### config.mk
export PLATFORM = sky130hd
export DESIGN_NAME = i2c_joypad_target
export DESIGN_NICKNAME = d
export VERILOG_FILES = /design/src/rtl/i2c_joypad_target_pkg.sv /design/src/rtl/i2c_joypad_target_bus_sync.sv /design/src/rtl/i2c_joypad_target.sv
export SDC_FILE = /design/constraint.sdc
export NUM_CORES = 1
export LEC_CHECK = 0
export ABC_AREA = 1
export CORE_ASPECT_RATIO = 0.8
export CORE_MARGIN = 8
export CORE_UTILIZATION = 30
export DETAILED_ROUTE_END_ITERATION = 8
export GPL_TIMING_DRIVEN = 0
export PLACE_DENSITY_LB_ADDON = 0.3
export SLEW_MARGIN = 20
export SYNTH_ARGS = -nofsm -noshare
export SYNTH_HDL_FRONTEND = slang
export SYNTH_SLANG_ARGS = --single-unit
### constraint.sdc
create_clock -name clk -period 1.6 [get_ports clk]
set_input_delay 0.32 -clock clk [delete_from_list [all_inputs] [get_ports clk]]
set_output_delay 0.32 -clock clk [all_outputs]
set_load 0.02 [all_outputs]
### src/rtl/i2c_joypad_target_pkg.sv
// rtl/i2c_joypad_target_pkg.sv - shared state, register map and read mux for the joypad I2C target
package i2c_joypad_target_pkg;

  typedef enum logic [2:0] {
    ST_IDLE,
    ST_ADDR,
    ST_ADDR_ACK,
    ST_WR_DATA,
    ST_WR_ACK,
    ST_RD_DATA,
    ST_RD_ACK,
    ST_IGNORE
  } state_e;

  localparam logic [1:0] REG_BTN_LO  = 2'd0;
  localparam logic [1:0] REG_BTN_HI  = 2'd1;
  localparam logic [1:0] REG_ID      = 2'd2;
  localparam logic [1:0] REG_SCRATCH = 2'd3;

  localparam logic [6:0] DEFAULT_ADDR = 7'h52;

  function automatic logic [7:0] reg_read(input logic [1:0]  ptr,
                                          input logic [15:0] shadow,
                                          input logic [7:0]  id,
                                          input logic [7:0]  scr);
    case (ptr)
      REG_BTN_LO: reg_read = shadow[7:0];
      REG_BTN_HI: reg_read = shadow[15:8];
      REG_ID:     reg_read = id;
      default:    reg_read = scr;
    endcase
  endfunction

endpackage

### src/rtl/i2c_joypad_target_bus_sync.sv
// rtl/i2c_joypad_target_bus_sync.sv - SCL/SDA synchronizers with edge and START/STOP detection
module i2c_bus_sync #(
  parameter int SYNC_STAGES = 2
) (
  input  logic clk,
  input  logic rst_n,
  input  logic scl_in,
  input  logic sda_in,
  output logic scl_rise,
  output logic scl_fall,
  output logic start_det,
  output logic stop_det,
  output logic sda_s
);

  logic [SYNC_STAGES-1:0] scl_sync;
  logic [SYNC_STAGES-1:0] sda_sync;
  logic                   scl_d;
  logic                   sda_d;
  logic                   scl_s;

  // Flops reset to the idle bus level so reset release never looks like an edge.
  always_ff @(posedge clk or negedge rst_n) begin
    if (!rst_n) begin
      scl_sync <= '1;
      sda_sync <= '1;
      scl_d    <= 1'b1;
      sda_d    <= 1'b1;
    end else begin
      scl_sync <= {scl_sync[SYNC_STAGES-2:0], scl_in};
      sda_sync <= {sda_sync[SYNC_STAGES-2:0], sda_in};
      scl_d    <= scl_s;
      sda_d    <= sda_s;
    end
  end

  assign scl_s     = scl_sync[SYNC_STAGES-1];
  assign sda_s     = sda_sync[SYNC_STAGES-1];
  assign scl_rise  = scl_s & ~scl_d;
  assign scl_fall  = ~scl_s & scl_d;
  assign start_det = scl_s & scl_d & sda_d & ~sda_s;
  assign stop_det  = scl_s & scl_d & ~sda_d & sda_s;

endmodule

### src/rtl/i2c_joypad_target.sv
// rtl/i2c_joypad_target.sv - I2C target exposing buttons, ID and a scratch byte
module i2c_joypad_target
  import i2c_joypad_target_pkg::*;
#(
  parameter logic [6:0] ADDR        = DEFAULT_ADDR,
  parameter logic [7:0] ID_BYTE     = 8'hA5,
  parameter int         SYNC_STAGES = 2
) (
  input  logic        clk,
  input  logic        rst_n,
  input  logic        scl_in,
  input  logic        sda_in,
  output logic        sda_out,
  input  logic [15:0] buttons,
  output logic [7:0]  scratch,
  output logic        busy
);

  logic       scl_rise, scl_fall, start_det, stop_det, sda_s;
  state_e     state;
  logic [2:0] bit_cnt;
  logic [6:0] shift_q;
  logic [7:0] tx_q;
  logic       rw;
  logic       ack_on;
  logic       first_byte;
  logic [1:0] ptr;
  logic [15:0] rd_shadow;
  logic [7:0] next_byte;
  logic [7:0] rd_byte;

  i2c_bus_sync #(.SYNC_STAGES(SYNC_STAGES)) u_sync (
    .clk       (clk),
    .rst_n     (rst_n),
    .scl_in    (scl_in),
    .sda_in    (sda_in),
    .scl_rise  (scl_rise),
    .scl_fall  (scl_fall),
    .start_det (start_det),
    .stop_det  (stop_det),
    .sda_s     (sda_s)
  );

  assign next_byte = {shift_q, sda_s};
  assign rd_byte   = reg_read(ptr, rd_shadow, ID_BYTE, scratch);

  always_ff @(posedge clk or negedge rst_n) begin
    if (!rst_n) begin
      state      <= ST_IDLE;
      bit_cnt    <= 3'd0;
      shift_q    <= 7'd0;
      tx_q       <= 8'd0;
      rw         <= 1'b0;
      ack_on     <= 1'b0;
      first_byte <= 1'b0;
      ptr        <= 2'd0;
      rd_shadow  <= 16'd0;
      scratch    <= 8'd0;
      busy       <= 1'b0;
      sda_out    <= 1'b1;
    end else if (start_det) begin
      state   <= ST_ADDR;
      bit_cnt <= 3'd0;
      ack_on  <= 1'b0;
      sda_out <= 1'b1;
    end else if (stop_det) begin
      state   <= ST_IDLE;
      ack_on  <= 1'b0;
      busy    <= 1'b0;
      sda_out <= 1'b1;
    end else begin
      case (state)
        ST_ADDR: if (scl_rise) begin
          shift_q <= next_byte[6:0];
          bit_cnt <= bit_cnt + 3'd1;
          if (bit_cnt == 3'd7) begin
            if (next_byte[7:1] == ADDR) begin
              state  <= ST_ADDR_ACK;
              busy   <= 1'b1;
              rw     <= next_byte[0];
              ack_on <= 1'b0;
              if (next_byte[0]) rd_shadow <= buttons;
            end else begin
              state <= ST_IGNORE;
              busy  <= 1'b0;
            end
          end
        end
        // ack_on marks that the ACK low is on the bus; the second fall ends it.
        ST_ADDR_ACK, ST_WR_ACK: if (scl_fall) begin
          if (!ack_on) begin
            ack_on  <= 1'b1;
            sda_out <= 1'b0;
          end else begin
            ack_on  <= 1'b0;
            bit_cnt <= 3'd0;
            if (state == ST_ADDR_ACK && rw) begin
              state   <= ST_RD_DATA;
              sda_out <= rd_byte[7];
              tx_q    <= {rd_byte[6:0], 1'b0};
            end else begin
              state   <= ST_WR_DATA;
              sda_out <= 1'b1;
              if (state == ST_ADDR_ACK) first_byte <= 1'b1;
            end
          end
        end
        ST_WR_DATA: if (scl_rise) begin
          shift_q <= next_byte[6:0];
          bit_cnt <= bit_cnt + 3'd1;
          if (bit_cnt == 3'd7) begin
            state  <= ST_WR_ACK;
            ack_on <= 1'b0;
            if (first_byte) begin
              ptr        <= next_byte[1:0];
              first_byte <= 1'b0;
            end else begin
              if (ptr == REG_SCRATCH) scratch <= next_byte;
              ptr <= ptr + 2'd1;
            end
          end
        end
        ST_RD_DATA: if (scl_fall) begin
          bit_cnt <= bit_cnt + 3'd1;
          if (bit_cnt == 3'd7) begin
            state   <= ST_RD_ACK;
            ack_on  <= 1'b0;
            sda_out <= 1'b1;
          end else begin
            sda_out <= tx_q[7];
            tx_q    <= {tx_q[6:0], 1'b0};
          end
        end
        // Pointer advances on the master's ACK; the next byte goes out on the following fall.
        ST_RD_ACK: begin
          if (scl_rise && !ack_on) begin
            if (!sda_s) begin
              ack_on <= 1'b1;
              ptr    <= ptr + 2'd1;
            end else begin
              state <= ST_IGNORE;
              busy  <= 1'b0;
            end
          end else if (scl_fall && ack_on) begin
            ack_on  <= 1'b0;
            bit_cnt <= 3'd0;
            state   <= ST_RD_DATA;
            sda_out <= rd_byte[7];
            tx_q    <= {rd_byte[6:0], 1'b0};
          end
        end
        ST_IDLE, ST_IGNORE: ;
        default: state <= ST_IDLE;
      endcase
    end
  end

endmodule

Word level (Yosys, flattened, before mapping)
Index checks and enable logic that the tools add are counted.
{ "totals": {"wordCells": 185, "register_bits": 58} }
{ "classes": {"eq_ne": 49, "mux": 78, "n_bitwise": 14, "add_sub_neg": 2, "reduce_logical": 26} }
{ "op_table": {"columns": ["operator", "n"], "rows": [
  ["$mux W3", 23],
  ["$mux W8", 7],
  ["$pmux W8 S3", 2],
  ["$ne A4 B4 Y1 const B", 11],
  ["$mux W1", 34],
  ["$ne A2 B2 Y1 const B", 14],
  ["$ne A3 B3 Y1 const B", 8],
  ["$reduce_and A7 Y1", 3],
  ["$reduce_and A9 Y1", 2],
  ["$pmux W3 S5", 1],
  ["$eq A3 B3 Y1 const B", 4],
  ["$pmux W3 S4", 1],
  ["$reduce_and A6 Y1", 2],
  ["$reduce_and A11 Y1", 1],
  ["$mux W2", 5],
  ["$ne A5 B5 Y1 const B", 2],
  ["$reduce_and A10 Y1", 1],
  ["$reduce_bool A5 Y1", 2],
  ["$reduce_and A8 Y1", 1],
  ["$and A1 B1 Y1", 7],
  ["$eq A7 B7 Y1 const B", 1],
  ["$not A1 Y1", 7],
  ["$reduce_bool A7 Y1", 1],
  ["$eq A3 B2 Y1 const B", 2],
  ["other kinds (20)", 27]
]} }

Logic depth before layout (Yosys ltp)
{ "depth": {"ltp_word": 8, "ltp_mapped": 11, "mapped_depth_nobuf": 10} }

Hierarchy
A second synthesis with hierarchy kept.
{ "unflattened": {"hier_cells": 423, "area_unflattened_um2": 3220.6} }
{ "by_module_without_submodules": {"columns": ["mod", "area_each_um2", "seq_area_each_um2", "instances", "cells_per_inst"], "rows": [
  ["i2c_joypad_target", 3021.6, 1277.5, 1, 406],
  ["i2c_bus_sync", 198.9, 157.7, 1, 17]
]} }

Least setup slack after synthesis
OpenSTA, ideal clock, no wires.
{ "synth_timing": {"path_type": "flip-flop to flip-flop", "startpoint": "reg bit_cnt[0]", "endpoint": "reg scratch[0]", "arrival_time_ns": 1.491, "period_less_slack_ns": 1.618, "t_required_ns": 1.473, "path_stages_with_launch": 9, "setup_time_ns": 0.127, "setup_slack_ns": -0.018, "path_cell_list": "dfrtp_1 ha_1 ha_1 nand3b_1 nor3_1 nand3_2 buf_2 nand2_1 o21ai_0"} }
{ "synth_between": {"elab_chain_len": 2} }
{ "synth_lines": {"columns": ["element", "line_no", "source"], "rows": [
  ["from (decl)", "i2c_joypad_target.sv:21", "logic [2:0] bit_cnt;"],
  ["from (signal assigned)", "i2c_joypad_target.sv:75", "bit_cnt <= bit_cnt + 3'd1;"],
  ["from (signal assigned)", "i2c_joypad_target.sv:110", "bit_cnt <= bit_cnt + 3'd1;"],
  ["from (signal assigned)", "i2c_joypad_target.sv:124", "bit_cnt <= bit_cnt + 3'd1;"],
  ["$eq A3 B3 Y1", "i2c_joypad_target.sv:111", "if (bit_cnt == 3'd7) begin"],
  ["$reduce_and A7 Y1 (no line)", null, null],
  ["to (signal assigned)", "i2c_joypad_target.sv:118", "if (ptr == REG_SCRATCH) scratch <= next_byte;"],
  ["to (decl)", "i2c_joypad_target.sv:15", "output logic [7:0] scratch,"]
]} }
Every way passes these cells.
A chain may end at the register's enable or synchronous reset.

Worst setup path in the final report
{ "layout_timing": {"startpoint": "reg bit_cnt[1]", "endpoint": "reg state[2]"} }
{ "layout_between": {"elab_chain_len": 3} }
{ "layout_lines": {"columns": ["element", "line_no", "source"], "rows": [
  ["$eq A3 B3 Y1 (*)", "i2c_joypad_target.sv:76, i2c_joypad_target.sv:111, i2c_joypad_target.sv:125", null],
  ["$ne A4 B4 Y1 (no line)", null, null],
  ["$reduce_and A11 Y1 (no line) (*)", null, null],
  ["to (signal assigned)", "i2c_joypad_target.sv:78", "state <= ST_ADDR_ACK;"],
  ["to (signal assigned)", "i2c_joypad_target.sv:112", "state <= ST_WR_ACK;"],
  ["to (signal assigned)", "i2c_joypad_target.sv:126", "state <= ST_RD_ACK;"],
  ["to (decl)", "i2c_joypad_target.sv:20", "state_e state;"]
]} }
Mark *: on every way between the ends. The rest lies on a longest branch, timed or not.

==> reports/metrics.yaml <==
global_routing:
  grt_start_max_net_pins: 58
  overflow: 0
  grt_pass1_vias: 3018
  grt_usage: 0.130
  grt_antenna_before_repair: 0
  grt_pass1_wl_um: 15000
final_layout:
  drive_gt1_frac: 0.307
  fin_util: 0.441
  diodes: 0
  design_area_um2: 4570
  fillers: 1011
  fin_nets: 523
  syn_to_final_growth_pct: 42.2
  regArea_um2: 1440
  multi_input_area_um2: 1840
synthesis:
  synth.top_cell.area_share: 0.389
  synth.net_count: 458
  yosysMostFrequentCell: "nand2_1"
  syn_area_per_cell_um2: 7.45
  synth.top_cells.by_count: "nand2_1, dfrtp_1, o21ai_0"
  netlist_area_um2: 3220
  ys.flop_type: "dfrtp_1"
  synthArstFlopShare: 1.00
  synth_edf_count: 0
  syn_inst: 432
  synth_warnings: 0
  ys_ff_latch: 57
  synthTopCellsByArea: "dfrtp_1, nand2_1, o21ai_0"
  ys_seq_area_frac: 0.446
  yosys.area.top_type: "dfrtp_1"
  synth_cell_type_count: 32
detailed_routing:
  drtAntennaViolNets: 0
  drt-vias-per-instance: 4.84
  drc: 0
  routed-via-count: 3109
  firstDrtPassIters: 5
  wire_per_inst_um: 14.2
  drt-initial-drc-count: 157
  drt_wl_total_um: 9140
critical_path:
  critical_path_arrival_ns: 1.95
  critical_path.max_fanout: 3
  crit_path_max_incr_delay_ns: 0.38
  path_cells: "ha_2 -> ha_4 -> nand3b_1 -> buf_6 -> nand2_4 -> a21oi_4 -> nor2_2 -> buf_6 -> nand3_2 -> nand2_1"
  critical_path_class: "reg -> reg"
  cp-start-kind: "register"
  cpMaxStageDelayCell: "dfrtp_1"
  cp-end-kind: "register"
  required_ns: 1.82
  r2r_slack_ns: -0.13
  cp_common_cell: "buf_6"
timing:
  finalCritPeriodShare: 1.08
  max-slew-margin-rel: 0.527
  clock.fmax_mhz: 577
  rsz0062_at_grt: "yes"
  finalMaxSlewViolations: 0
  worstMarginPinSlew_ns: 0.709
  fin_crit_ns: 1.73
  hold_viol: 0
  fin_skew_ns: 0.00363
  fin_ws_ns: -0.132
  finalSetupViolations: 36
floorplan:
  core_area_um2: 10400
  die_w_um: 132
  dieHeight_um: 109
  initial_utilization: 0.310
  dieArea_um2: 14300
  fp-row-count: 33
  num_io_pins: 30
power_and_ir_drop:
  p_int_mw: 4.58
  p_leak_nw: 2.24
  switching_share: 0.426
  vdd_ir_drop_max_uv: 816
  p_seq_frac: 0.242
  clock_power_share: 0.247
  switching_power_mw: 3.40
  power_mw: 7.98
  power.density_nw_per_um2: 1740
  power_frac_comb: 0.511
placement:
  placed_cell_area_um2: 3680
  port_buffers: 29
  dp_hpwl_um: 6410
  gp_congestion: 0.925
outcome:
  violations: "setup timing"
  status: "finished with violations"
flow_run:
  drv_cap: 0
clock_network:
  cts_tree: "built"
  clockRootBuffer: "clkbuf_16"
  clock_sinks: 57
  clock_path_buffers: 2
  htreeDepth: 3
  cts_buffers: 9
  clkSlewWorstSetupHoldPaths_ns: 0.05
  clock_latency_ns: 0.33
  ctsHoldBuffers: 0
min_path:
  hp-class: "in -> async"
## stage by stage
step / hold WS, ns / TNS, ns / cells / worst slack, ns
2_1_floorplan: 0.0244 / 0 / 432 / 0.00489
3_3_place_gp: 0.347 / -95.39 / 601 / -1.59
3_5_place_dp: 0.350 / -9.48 / 601 / -0.327
4_1_cts: 0.0818 / -1.57 / 632 / -0.0826
5_1_grt: 0.114 / -6.12 / 642 / -0.223
6_report: 0.0520 / -1.83 / 642 / -0.132
## cells in the final DEF, fill, tap and decap left out, types with 7 or more instances in the layout
master	count
nand3_1	23
a21oi_1	7
clkbuf_16	9
buf_4	17
o21ai_1	17
nor2_1	25
buf_6	18
dfrtp_1	50
inv_1	41
dfstp_2	7
nor2_2	8
nand3_2	14
o21ai_2	7
nand2_2	23
nand2_4	8
inv_2	9
o21ai_0	27
dlygate4sd2_1	10
nand2_1	114
clkdlybuf4s50_1	18
## power by group through the flow
stage	clock (mW)	sequential [mW]	combinational [mW]
5_1_grt	2.06	1.97	4.54
3_5_place_dp	0	1.93	3.20
2_1_floorplan	0	1.91	2.46
6_report	1.97	1.93	4.08
3_3_place_gp	0	1.93	3.16
4_1_cts	2.01	1.92	3.67
## path summary, 6_finish.rpt
check	endpoint	from	cells past startpoint
max reg2reg	state[2]$_DFFE_PN0P_	bit_cnt[1]$_DFFE_PN0P_	10
max	state[2]$_DFFE_PN0P_	bit_cnt[1]$_DFFE_PN0P_	10
min reg2reg	u_sync.scl_sync[1]$_DFF_PN1_	u_sync.scl_sync[0]$_DFF_PN1_	0
max in group asynchronous	state[0]$_DFFE_PN0P_	rst_n	1
min	scratch[6]$_DFFE_PN0P_	rst_n	1
min in group clk	u_sync.scl_sync[1]$_DFF_PN1_	u_sync.scl_sync[0]$_DFF_PN1_	0
## cells by family after synthesis
group | count (synthesis) | share of synthesized area
adders and majority gates | 6 | 0.0233
and+or+nand+nor | 237 | 0.329
DFF | 57 | 0.446
buffers and inverters | 65 | 0.0902
AOI/OAI and AO/OA | 67 | 0.112
## layer usage
layer / routed length (um) / vias to the layer above / track usage / share of wire
met1: 4050 / 1477 / 0.172 / 0.44
met3: 667 / 10 / 0.0262 / 0.073
met4: 111 / 0 / 0.0450 / 0.012
li1: - / 1525 / - / -
met2: 4310 / 97 / 0.211 / 0.47
met5: 0 / - / 0 / 0
## registers in the layout (all words and copies together) (netlist names), 2 cells and up
register	cells
rd_shadow	16
u_sync.sda_sync	2
ptr	2
u_sync.scl_sync	2
tx_q	7
scratch	8
shift_q	7
state	3
bit_cnt	3
## final cells by class
cell class                 instances  share of cell area
tap                              140              0.0383
inverter                          54              0.0465
multi-input combinational        311               0.402
buffer                             9              0.0213
timing repair buffer              55               0.111
clock buffer                      12              0.0561
clock inverter                     4              0.0112
sequential                        57               0.314
## worst max-delay path: cells and delay by family, from the launching register on
kind | cells | cell delay [ns]
adder cells (fa/ha/maj) | 2 | 0.36
flip-flops | 1 | 0.38
AO/OA/AOI/OAI | 1 | 0.17
buffers and inverters | 2 | 0.29
AND/OR/NAND/NOR | 5 | 0.41
## timing repair
item | CTS | global route
gates cloned | 1 | 1
setup buffers | 15 | 10
pin swaps | 12 | 22
setup endpoints to repair | 54 | 51
gates resized for setup | 76 | 63
hold endpoints to repair | 0 | 0
Note: power is estimated with default switching activity, not from simulation.
